[config.mk]
export PLATFORM = sky130hd
export DESIGN_NAME = dtw_ref_mem_ctrl
export DESIGN_NICKNAME = d
export VERILOG_FILES = /design/src/rtl/dtw_ref_mem_ctrl.sv
export SDC_FILE = /design/constraint.sdc
export NUM_CORES = 1
export LEC_CHECK = 0
export BUFFER_PORTS_ARGS = -buffer_cell sky130_fd_sc_hd__clkbuf_2
export CAP_MARGIN = 20
export CORE_UTILIZATION = 30
export CTS_BUF_LIST = sky130_fd_sc_hd__clkbuf_8
export CTS_CLUSTER_SIZE = 20
export DETAILED_ROUTE_END_ITERATION = 16
export GPL_TIMING_DRIVEN = 0
export PLACE_DENSITY_LB_ADDON = 0.1
export SETUP_SLACK_MARGIN = 0.1
export SYNTH_ARGS = -nofsm -noshare
export SYNTH_HDL_FRONTEND = slang
export SYNTH_SLANG_ARGS = --single-unit
[constraint.sdc]
create_clock -name clk -period 3.55 [get_ports clk]
set_input_delay 0.355 -clock clk [delete_from_list [all_inputs] [get_ports clk]]
set_output_delay 0.355 -clock clk [all_outputs]
set_load 0.005 [all_outputs]
[src/rtl/dtw_ref_mem_ctrl.sv]
`default_nettype none
// +----------------------------------------------------------------------------+
// | Module   : dtw_ref_mem_ctrl                                                |
// | Purpose  : Load/replay sequencer for the single-port DTW reference BRAM.  |
// |            Optional macro DTW_REF_CTRL_LOOP_EN replays continuously.       |
// | Revision : 1.0  initial release                                            |
// +----------------------------------------------------------------------------+
module dtw_ref_mem_ctrl #(
   parameter int width  = 16,
   parameter int ptrWid = 18
) (
   input  logic              clk,
   input  logic              rst_n,
   input  logic              load_start,
   input  logic              ld_valid,
   output logic              ld_ready,
   input  logic [width-1:0]  ld_data,
   input  logic              ld_last,
   input  logic              str_start,
   input  logic              str_stop,
   output logic              str_valid,
   input  logic              str_ready,
   output logic [width-1:0]  str_data,
   output logic              str_last,
   output logic              busy,
   output logic              done,
   output logic              ovf,
   output logic [ptrWid:0]   ref_len,
   output logic              mem_wen,
   output logic [ptrWid-1:0] mem_addr,
   output logic [width-1:0]  mem_din,
   input  logic [width-1:0]  mem_dout
);

   typedef enum logic [1:0] {
      S_IDLE   = 2'd0,
      S_LOAD   = 2'd1,
      S_STREAM = 2'd2,
      S_DRAIN  = 2'd3
   } state_t;

   state_t            r_state;
   logic [ptrWid:0]   r_waddr;
   logic [ptrWid-1:0] r_raddr;
   logic [ptrWid-1:0] r_addr_last;
   logic [ptrWid:0]   r_ref_len;
   logic              r_done;
   logic              r_ovf;
   logic              r_inf;
   logic              r_inf_last;
   logic [1:0]        r_occ;
   logic [width-1:0]  r_fd0, r_fd1;
   logic              r_fl0, r_fl1;

   logic w_accept;
   logic w_wr;
   logic w_pop;
   logic w_issue;
   logic w_last_rd;
   logic w_drained;

   assign w_accept  = (r_state == S_LOAD) && ld_valid;
   // waddr MSB set means depth entries are already written
   assign w_wr      = w_accept && !r_waddr[ptrWid];
   assign w_pop     = (r_occ != 2'd0) && str_ready;
   assign w_last_rd = (({1'b0, r_raddr} + (ptrWid+1)'(1)) == r_ref_len);
   // a beat leaving this cycle frees a slot, keeping 1 beat/cycle sustained
   assign w_issue   = (r_state == S_STREAM) && !str_stop &&
                      (((r_occ + {1'b0, r_inf}) != 2'd2) || w_pop);
   assign w_drained = !r_inf && ((r_occ == 2'd0) || ((r_occ == 2'd1) && w_pop));

   always_comb begin
      mem_addr = r_addr_last;
      if (w_wr)
         mem_addr = r_waddr[ptrWid-1:0];
      else if (w_issue)
         mem_addr = r_raddr;
   end

   assign mem_wen   = w_wr;
   assign mem_din   = w_wr ? ld_data : '0;
   assign ld_ready  = (r_state == S_LOAD);
   assign busy      = (r_state != S_IDLE);
   assign done      = r_done;
   assign ovf       = r_ovf;
   assign ref_len   = r_ref_len;
   assign str_valid = (r_occ != 2'd0);
   assign str_data  = r_fd0;
   assign str_last  = r_fl0 && (r_occ != 2'd0);

   always_ff @(posedge clk or negedge rst_n) begin
      if (!rst_n) begin
         r_state     <= S_IDLE;
         r_waddr     <= '0;
         r_raddr     <= '0;
         r_addr_last <= '0;
         r_ref_len   <= '0;
         r_done      <= 1'b0;
         r_ovf       <= 1'b0;
         r_inf       <= 1'b0;
         r_inf_last  <= 1'b0;
         r_occ       <= 2'd0;
         r_fd0       <= '0;
         r_fd1       <= '0;
         r_fl0       <= 1'b0;
         r_fl1       <= 1'b0;
      end else begin
         r_done     <= 1'b0;
         r_inf      <= w_issue;
         r_inf_last <= w_last_rd;
         if (w_wr || w_issue)
            r_addr_last <= mem_addr;

         // two-entry output FIFO, head always in slot 0
         unique case ({r_inf, w_pop})
            2'b10: begin
               if (r_occ == 2'd0) begin
                  r_fd0 <= mem_dout;
                  r_fl0 <= r_inf_last;
               end else begin
                  r_fd1 <= mem_dout;
                  r_fl1 <= r_inf_last;
               end
               r_occ <= r_occ + 2'd1;
            end
            2'b01: begin
               r_fd0 <= r_fd1;
               r_fl0 <= r_fl1;
               r_occ <= r_occ - 2'd1;
            end
            2'b11: begin
               if (r_occ == 2'd1) begin
                  r_fd0 <= mem_dout;
                  r_fl0 <= r_inf_last;
               end else begin
                  r_fd0 <= r_fd1;
                  r_fl0 <= r_fl1;
                  r_fd1 <= mem_dout;
                  r_fl1 <= r_inf_last;
               end
            end
            default: ;
         endcase

         unique case (r_state)
            S_IDLE: begin
               if (load_start) begin
                  r_state <= S_LOAD;
                  r_waddr <= '0;
                  r_ovf   <= 1'b0;
               end else if (str_start) begin
                  if (r_ref_len == '0) begin
                     r_done <= 1'b1;
                  end else begin
                     r_state <= S_STREAM;
                     r_raddr <= '0;
                  end
               end
            end
            S_LOAD: begin
               if (w_accept) begin
                  if (w_wr)
                     r_waddr <= r_waddr + (ptrWid+1)'(1);
                  else
                     r_ovf <= 1'b1;
                  if (ld_last) begin
                     r_ref_len <= w_wr ? (r_waddr + (ptrWid+1)'(1)) : r_waddr;
                     r_done    <= 1'b1;
                     r_state   <= S_IDLE;
                  end
               end
            end
            S_STREAM: begin
               if (str_stop) begin
                  r_occ   <= 2'd0;
                  r_inf   <= 1'b0;
                  r_done  <= 1'b1;
                  r_state <= S_IDLE;
               end else if (w_issue) begin
                  if (w_last_rd) begin
`ifdef DTW_REF_CTRL_LOOP_EN
                     r_raddr <= '0;
`else
                     r_state <= S_DRAIN;
`endif
                  end else begin
                     r_raddr <= r_raddr + ptrWid'(1);
                  end
               end
            end
            S_DRAIN: begin
               if (str_stop) begin
                  r_occ   <= 2'd0;
                  r_inf   <= 1'b0;
                  r_done  <= 1'b1;
                  r_state <= S_IDLE;
               end else if (w_drained) begin
                  r_done  <= 1'b1;
                  r_state <= S_IDLE;
               end
            end
            default: r_state <= S_IDLE;
         endcase
      end
   end

endmodule
`default_nettype wire

# After elaboration in Yosys (flattened, before gate mapping)

Cells that the tools add are included.
Widths: inputs -> output; s select.

Register bits: 116
Input bits: 40
Output and inout bits: 76
Logic and storage cells: 133

$add $sub $neg: 6
Equality and inequality tests: 27
Muxes and demuxes: 55
Reduce and logical (&&, ||, !) cells: 31

Operators by type and width:

| kind                  | number |
|---|---|
| $mux 18               | 8 |
| $mux 16               | 5 |
| $mux 19               | 3 |
| $pmux 16 s3           | 1 |
| $pmux 19 s2           | 1 |
| $pmux 18 s2           | 1 |
| $pmux 16 s2           | 1 |
| $mux 2                | 12 |
| $ne 2x2->1 const B    | 12 |
| $add 18x1->19 const B | 1 |
| $add 19x1->19 const B | 1 |
| $eq 19x19->1          | 1 |
| $logic_not 19->1      | 1 |
| $add 18x1->18 const B | 1 |
| $mux 1                | 17 |
| $ne 3x3->1 const B    | 5 |
| $reduce_and 7->1      | 2 |
| $reduce_bool 2->1     | 5 |
| $reduce_and 3->1      | 3 |
| $eq 2x2->1 const B    | 4 |
| $logic_and 1x1->1     | 8 |
| $pmux 2 s4            | 1 |
| $eq 2x1->1 const B    | 3 |
| $logic_not 2->1       | 2 |
| 14 further kinds      | 20 |

# Longest topological paths before layout

Gate-level depths: netlist (run 1).

Depth in word-level cells: 8
Gate-level depth with buffers: 11

# Worst setup path after synthesis (run 1)

No wires, ideal clock.

Kind: reg-to-reg
Start point: reg r_raddr[1]
End point: reg r_raddr[7]
Arrival time: 2.806 ns
Data required time: 3.419 ns
Setup slack: 0.612 ns
Stages on the path, launching flop included: 11
Buffers on the path: 2
Period minus slack after synthesis: 2.938 ns
Path through: dfrtp_1 > ha_1 > and3_1 > buf_6 > nand3_2 > xnor2_1 > or4_1 > or4_4 > buf_6 > nand4b_1 > or3b_1

Cells in the longest elaborated chain, start to end: 5

RTL lines:

| what                                                                  | RTL line | source |
|---|---|---|
| start, declared                                                       | 44       | `logic [ptrWid-1:0] r_raddr;` |
| start signal, assigned                                                | 187      | `r_raddr <= r_raddr + ptrWid'(1);` |
| parallel branches: the longest is 5 deep, another holds $add 18x1->19 | n/a      |  |

Several ways; the timed one is not identified. The select of a mux whose other input is x is not followed.
A chain may end at the register's enable or synchronous reset.

# Worst setup path after layout (run 1)

Same ends and word-level chain as after synthesis.

==> results of run 1 <==
[path summary, 6_finish.rpt]
check	to	cells after the start	slack [ps]	start
worst max-delay path	r_raddr[7]	10	240	r_raddr[1]
worst min register to register	r_addr_last[13]	2	470	r_addr_last[13]
min in group asynchronous	r_raddr[3]	2	410	rst_n
max in group asynchronous	str_data[3]	3	2430	rst_n
worst min-delay path	r_fd1[11]	2	150	mem_dout[11]
worst max register to register	r_raddr[7]	10	240	r_raddr[1]
[power by group]
part / leakage [nW] / switching, mW / internal (mW)
Clock: 0.220 / 0.619 / 0.792
Combinational: 2.10 / 0.900 / 0.634
Sequential: 1.56 / 0.158 / 1.57
Total: 3.88 / 1.68 / 3.00
[per-stage QoR]
step	setup WS (ps)	instance area, um2	setup TNS, ps	utilization, %
after floorplan	612.2	6624	0	-
after global placement	-219.7	7543	-2109	35.33
after detailed placement	-211.7	7580	-2016	35.50
after CTS	180.0	8090	0	37.89
after global routing	106.4	8098	0	37.92
final	242.8	8098	0	37.92
[state kept, by name, summed over array words and instances (netlist names), 2 cells and up]
name         count
r_waddr         19
ref_len         19
r_addr_last     18
r_raddr         18
r_fd1           16
str_data        16
r_occ            2
r_state          2
[worst max-delay path, cell delays in order, from the launching register on]
cell	delay, ps
dfrtp_1	530
ha_1	340
and3_1	200
buf_6	130
nand3_2	120
xnor2_1	160
or4_1	520
or4_4	550
buf_6	160
nand4b_1	90
or3b_1	360
[area by class of cell]
cell class	instances	area, um2
tap	275	344.1
inverter	14	55.05
sequential	116	2903
multi-input combinational	551	3427
fill	2253	13260
buffer	53	266.5
clock buffer	18	247.7
clock inverter	14	197.7
timing repair buffer	120	656.9
[logic make-up after synthesis]
family,count (synthesis),share of synthesized area (%)
buf+inv,67,4.703
simple gates,319,24.46
compound gates,149,14.62
fa+ha+maj,8,1.511
mux,33,5.327
flops,116,43.82
xor+xnor,42,5.553
[metal layers]
metal / up-vias / share of wire (%) / track usage, %
met3: 34 / 4.1 / 3.667
met1: 2838 / 48 / 26.29
met5: - / 0 / 0
li1: 2885 / - / -
met4: 0 / 1.5 / 6.600
met2: 162 / 46 / 28.71
[what timing repair did]
item,CTS,global route
buffers inserted,3,0
endpoints found under the setup margin,18,18
pin swaps,1,0
hold buffers,1,0
hold endpoints to repair,48,0
resized for setup,9,2
cloned,0,0
[placed cells by master (no fill, tap or decap), drive strengths merged, types with 3 or more instances in the layout]
master and n:
o211ai 6, nor2 18, nand2 146, and4 5, nor3 17, a31oi 11
ha 8, clkbuf 166, o2111ai 3, nand3 38, clkinv 4, o21ai 58
or4 3, and2 21, dfrtp 116, or3 5, nand4 12, nand3b 3
and3 18, nor4 10, a21o 3, mux2i 15, or2 9, nor2b 6
a22oi 35, inv 18, mux2 18, a21oi 12, xor2 13, buf 24
xnor2 29, bufinv 4
==> metrics, run 1 <==
final critical-path share of the clock period=around 93%; f_max=between 0.3 and 0.4 GHz; synth top area cells=dfrtp_1 44%, nand2_1 8.3%, o21ai_0 4.1%, a22oi_1 4.0%, xnor2_1 3.8%; Ant. Diodes=0; Ports=about 120; WHS=150.2 ps; GP Congestion=between 0.9 and 1; drt drc=0; area leader, netlist=dfrtp_1; max_cap viols=0; Max VDD drop=roughly 0.27 mV; HP Class=primary input to register; CP required=3870 ps; starting density of the core=around 31%; synthesized flop and latch total=around 120; min cycle time layout=3307 ps; top-count cell post-synth=nand2_1; Power, Total=about 4.7 mW; Synth Instances=734; CP max FO=10; CTS buffer count=17; die height=about 150 um; vias per inst=5.098; share of the synthesized area in the top cell type=about 44%; RSZ-0062 raised after global routing=false; Most used DFF post-synth=dfrtp_1; starting DRC count in detailed routing=401; pwr/cell area=577.4 mW/mm2; PortBufs=115; placed cell count=~1100; Vias=just under 6000; crit path capture type=register; nature of the critical path startpoint=register; yosys warns=0; H-tree depth=4; Clock Sinks=between 100 and 150; CTS tree=yes; Wirelength per Cell=about 17 um; overall routing resource usage=between 10% and 20%; share of synthesized registers carrying an async set or reset=100.0%; post-route ant nets=0; kind of critical path=register to register; Max Clock Skew=roughly 11 ps; die area=0.02268 mm2; Root Driver=clkbuf_8; status=complete, no violations; placed wire-length estimate=about 15000 um; CP arrival=3620 ps; CTS clk-pin slew, worst paths=about 80 ps; leakage power=about 3.9 nW; drt pass-1 iters=6; clk_lat worst skew=about 450 ps; routed wire length=between 20000 and 25000 um; endpoints failing setup=0; final std cells w/o fill=about 1200; std cell rows=53; EDFF count, synth=0; Netlist cell types=66; global-route wire length before repair=between 30000 and 40000 um; antenna violations before repair=0; Post-Syn Nets=about 800; Final Max Tran Viols=0; Final Hold Vio Count=0; largest net degree at the start of global routing=69; nets=just over 900; Synth Cell Area=0.006624 mm2; slew margin rel.=40.73%; post-synthesis average cell area=between 9 and 10 um2; global route overflow=0; Area Overhead vs Synth=22.25%; worst slew pin tran=between 800 and 900 ps; Placeable Area=0.02135 mm2; CTS max path bufs=2; Die Width=150.6 um; Synth top cells by count=146 x nand2_1, 116 x dfrtp_1, 54 x o21ai_0; register area share after synthesis=43.82%; share of cells above drive strength 1=between 20% and 30%; vias in the first global route=5703
Power figures use the tool's default switching activity.
==> inputs of run 2 (changes only) <==
--- a/config.mk
+++ b/config.mk
@@ -5,6 +5,7 @@
 export SDC_FILE = /design/constraint.sdc
 export NUM_CORES = 1
 export LEC_CHECK = 0
+export ABC_AREA = 1
 export BUFFER_PORTS_ARGS = -buffer_cell sky130_fd_sc_hd__clkbuf_2
 export CAP_MARGIN = 20
 export CORE_UTILIZATION = 30
==> run 2 against run 1 <==
  * Routed wire length increased by 0.71%
  * Clock skew decreased by 1.8 ps
  * Synthesized cell count increased by 19%
  * Largest cell class unchanged
==> metrics, run 2 <==
Most used DFF post-synth=dfrtp_1; RSZ-0062 raised after global routing=false; kind of critical path=register to output pin; CTS clk-pin slew, worst paths=70 ps (about the same); starting density of the core=30.68% (-0.34 points); area leader, netlist=dfrtp_1; status=complete, no violations; slew margin rel.=44.41% (+3.7 points); most common cell after layout, fill and taps aside=nand2_1; PortBufs=115 (unchanged); Worst Slack Setup Final=420.7 ps (+177.9 ps); Netlist cell types=38 (-42%); Ant. Diodes=0 (unchanged); HP Class=primary input to register; crit path capture type=output pin; f_max=0.3196 GHz (+5.7%); CP delay by family, top=simple AND/OR/NAND/NOR gates; worst path cell trace=inv_1 > ha_1 > nor2_1 > nor2_1 > nand2_1 > nand2_4 > inv_1 > nor2_4 > clkbuf_4 > nand2_1 > o221ai_1 > clkbuf_2; min cycle time layout=3129 ps (-177.9 ps); Die Width=151.4 um (+0.53%); multi-input logic area=0.003167 mm2 (-7.6%); FF+latch area=0.002903 mm2 (unchanged); share of the synthesized area in the top cell type=43.36% (-0.47 points); pre-CTS WS=281.6 ps (+493.3 ps); Placement Cell Area=0.007657 mm2 (+1.0%); Max Clock Skew=9.693 ps (-1.785 ps); CP required=3190 ps (-680 ps); fill count=2359 (+4.7%); CTS tree=yes; Max VDD drop=0.2261 mV (-15%); CTS max path bufs=2 (unchanged); yosys warns=0 (unchanged); EDFF count, synth=0 (unchanged); Post-Syn Nets=920 (+18%); placed wire-length estimate=15850 um (+6.0%); CP peak stage delay=380 ps (-170 ps); starting DRC count in detailed routing=281 (-30%); final critical-path share of the clock period=88.15% (-5.0 points); nature of the critical path startpoint=register; post-synthesis average cell area=7.678 um2 (-15%); clk_lat worst skew=440 ps (about the same); Synth top cells by count=204 x nand2_1, 135 x inv_1, 116 x dfrtp_1; post-route ant nets=0 (unchanged); Clock Sinks=116 (unchanged); synth top area cells=dfrtp_1 43%, nand2_1 11%, inv_1 7.6%, nor2_1 4.5%, nand3_1 4.4%; Hold Path Stages=3 (+1); Vias=6171 (+4.3%); drt drc=0 (unchanged); Final Max Tran Viols=0 (unchanged); CP max FO=10 (unchanged); Final Hold Vio Count=0 (unchanged); Total Neg Setup Slack=0 ps (unchanged); endpoints failing setup=0 (unchanged); std cell rows=54 (+1.9%); H-tree depth=4 (unchanged); max_cap viols=0 (unchanged); top-count cell post-synth=nand2_1; Placeable Area=0.02182 mm2 (+2.2%); commonest non-fill, non-tap cells in the layout=203 x nand2_1, 136 x inv_1, 116 x dfrtp_1; share of synthesized registers carrying an async set or reset=100.0% (unchanged); die area=0.02292 mm2 (+1.1%); leakage power=3.956 nW (+2.0%); Design Area, Final=0.008159 mm2 (+0.76%); Root Driver=clkbuf_8; worst reg2reg path depth=9 (-1); antenna violations before repair=0 (unchanged); Worst path depth=12 (+2); CP max stage cell=dfrtp_1; Buf+Inv Stages, Crit Path=4 (+2); register area share after synthesis=43.36% (-0.47 points); synthesized flop and latch total=116 (unchanged); largest net degree at the start of global routing=71 (+2.9%); vias per inst=4.743 (-7.0%); share of cells above drive strength 1=19.29% (-4.9 points); Area Overhead vs Synth=21.87%; pwr/cell area=692.2 mW/mm2 (+20%); WHS=147.4 ps (-2.716 ps); GP Congestion=0.8589 (-8.5%); CTS buffer count=17 (unchanged); drt pass-1 iters=5 (-1); global route overflow=0 (unchanged); routed wire length=20420 um (+0.71%); global-route wire length before repair=32510 um (+1.3%); overall routing resource usage=18.88% (+0.087 points); Synth Cell Area=0.006695 mm2 (+1.1%); CP arrival=2770 ps (-850 ps); die height=151.4 um (+0.53%); Ports=116 (unchanged); Power, Total=5.648 mW (+21%); worst slew pin tran=828.3 ps (-56.87 ps); Wirelength per Cell=15.69 um (-10%); vias in the first global route=6008 (+5.3%); nets=1056 (+15%); Synth Instances=872 (+19%)
-- run 2: changes by cell type in the layout (fill, tap and decap cells not counted), moves of 14 or more --
cell,before,now
and2_1,20,1
nand3_1,37,59
inv_1,13,136
mux2i_1,15,0
a22oi_1,35,0
nor2_1,16,79
xnor2_1,29,1
nand2_1,146,203
and3_1,18,0
o221ai_1,1,31
nand2_2,0,14
o22ai_1,0,35
-- run 2: kinds of logic (layout without fill, tap and decap cells) --
logic type | after synthesis | after routing | share of synthesized area [%]
adders and majority gates | 8 | 8 | 1.495
DFF | 116 | 116 | 43.36
buffers and inverters | 165 | 314 | 9.568
muxes | 16 | 16 | 2.691
AOI/OAI and AO/OA | 144 | 144 | 13.46
xor gates and xnor gates | 17 | 17 | 2.224
and+or+nand+nor | 406 | 406 | 27.21
-- run 2: area by class of cell --
| class | count | area share, % |
|---|---|---|
| Clock inverter | 8 | 1.764 |
| Multi-Input combinational cell | 591 | 38.81 |
| Inverter | 138 | 6.349 |
| Timing Repair Buffer | 117 | 7.622 |
| Buffer | 27 | 1.534 |
| Tap cell | 280 | 4.294 |
| Clock buffer | 24 | 4.048 |
| Sequential cell | 116 | 35.58 |
-- run 2: report_power, final --
group          switching [mW]  total, mW  internal (mW)
clock network           0.553       1.45          0.894
registers               0.292       1.95           1.66
logic                    1.40       2.25          0.851
total                    2.25       5.65           3.40
-- run 2: through the flow --
step	instances	utilization [%]
2_1_floorplan	872	-
3_3_place_gp	1267	34.92
3_5_place_dp	1268	35.09
4_1_cts	1301	37.33
5_1_grt	1301	37.39
6_report	1301	37.39
-- run 2: worst paths after layout --
kind / endpoint / slack, ps / from
worst max-delay path: mem_addr[14] / 420 / r_occ[0]
worst min-delay path: done / 150 / str_start
worst max register to register: str_data[14] / 690 / r_occ[0]
worst min register to register: r_addr_last[6] / 480 / r_addr_last[6]
max in group asynchronous: ref_len[12] / 2430 / rst_n
min in group asynchronous: str_data[2] / 410 / rst_n
-- run 2: tightest hold or removal path, stage by stage --
cell	delay [ps]
clkbuf_2	90
nand2_1	50
o2111ai_1	70
-- run 2: what timing repair did --
action,in CTS,in global routing
hold endpoints to repair,46,0
hold buffers,1,0
resized for setup,2,3
setup endpoints to repair,10,10
setup buffers,0,0
-- run 2: routing by layer --
metal | GRT usage, % | vias up | part of all wire, %
met2 | 31.35 | 102 | 48
met1 | 24.61 | 2872 | 48
met3 | 3.434 | 24 | 2.8
li1 | - | 3173 | -
met5 | 0 | - | 0
met4 | 6.200 | 0 | 1.8
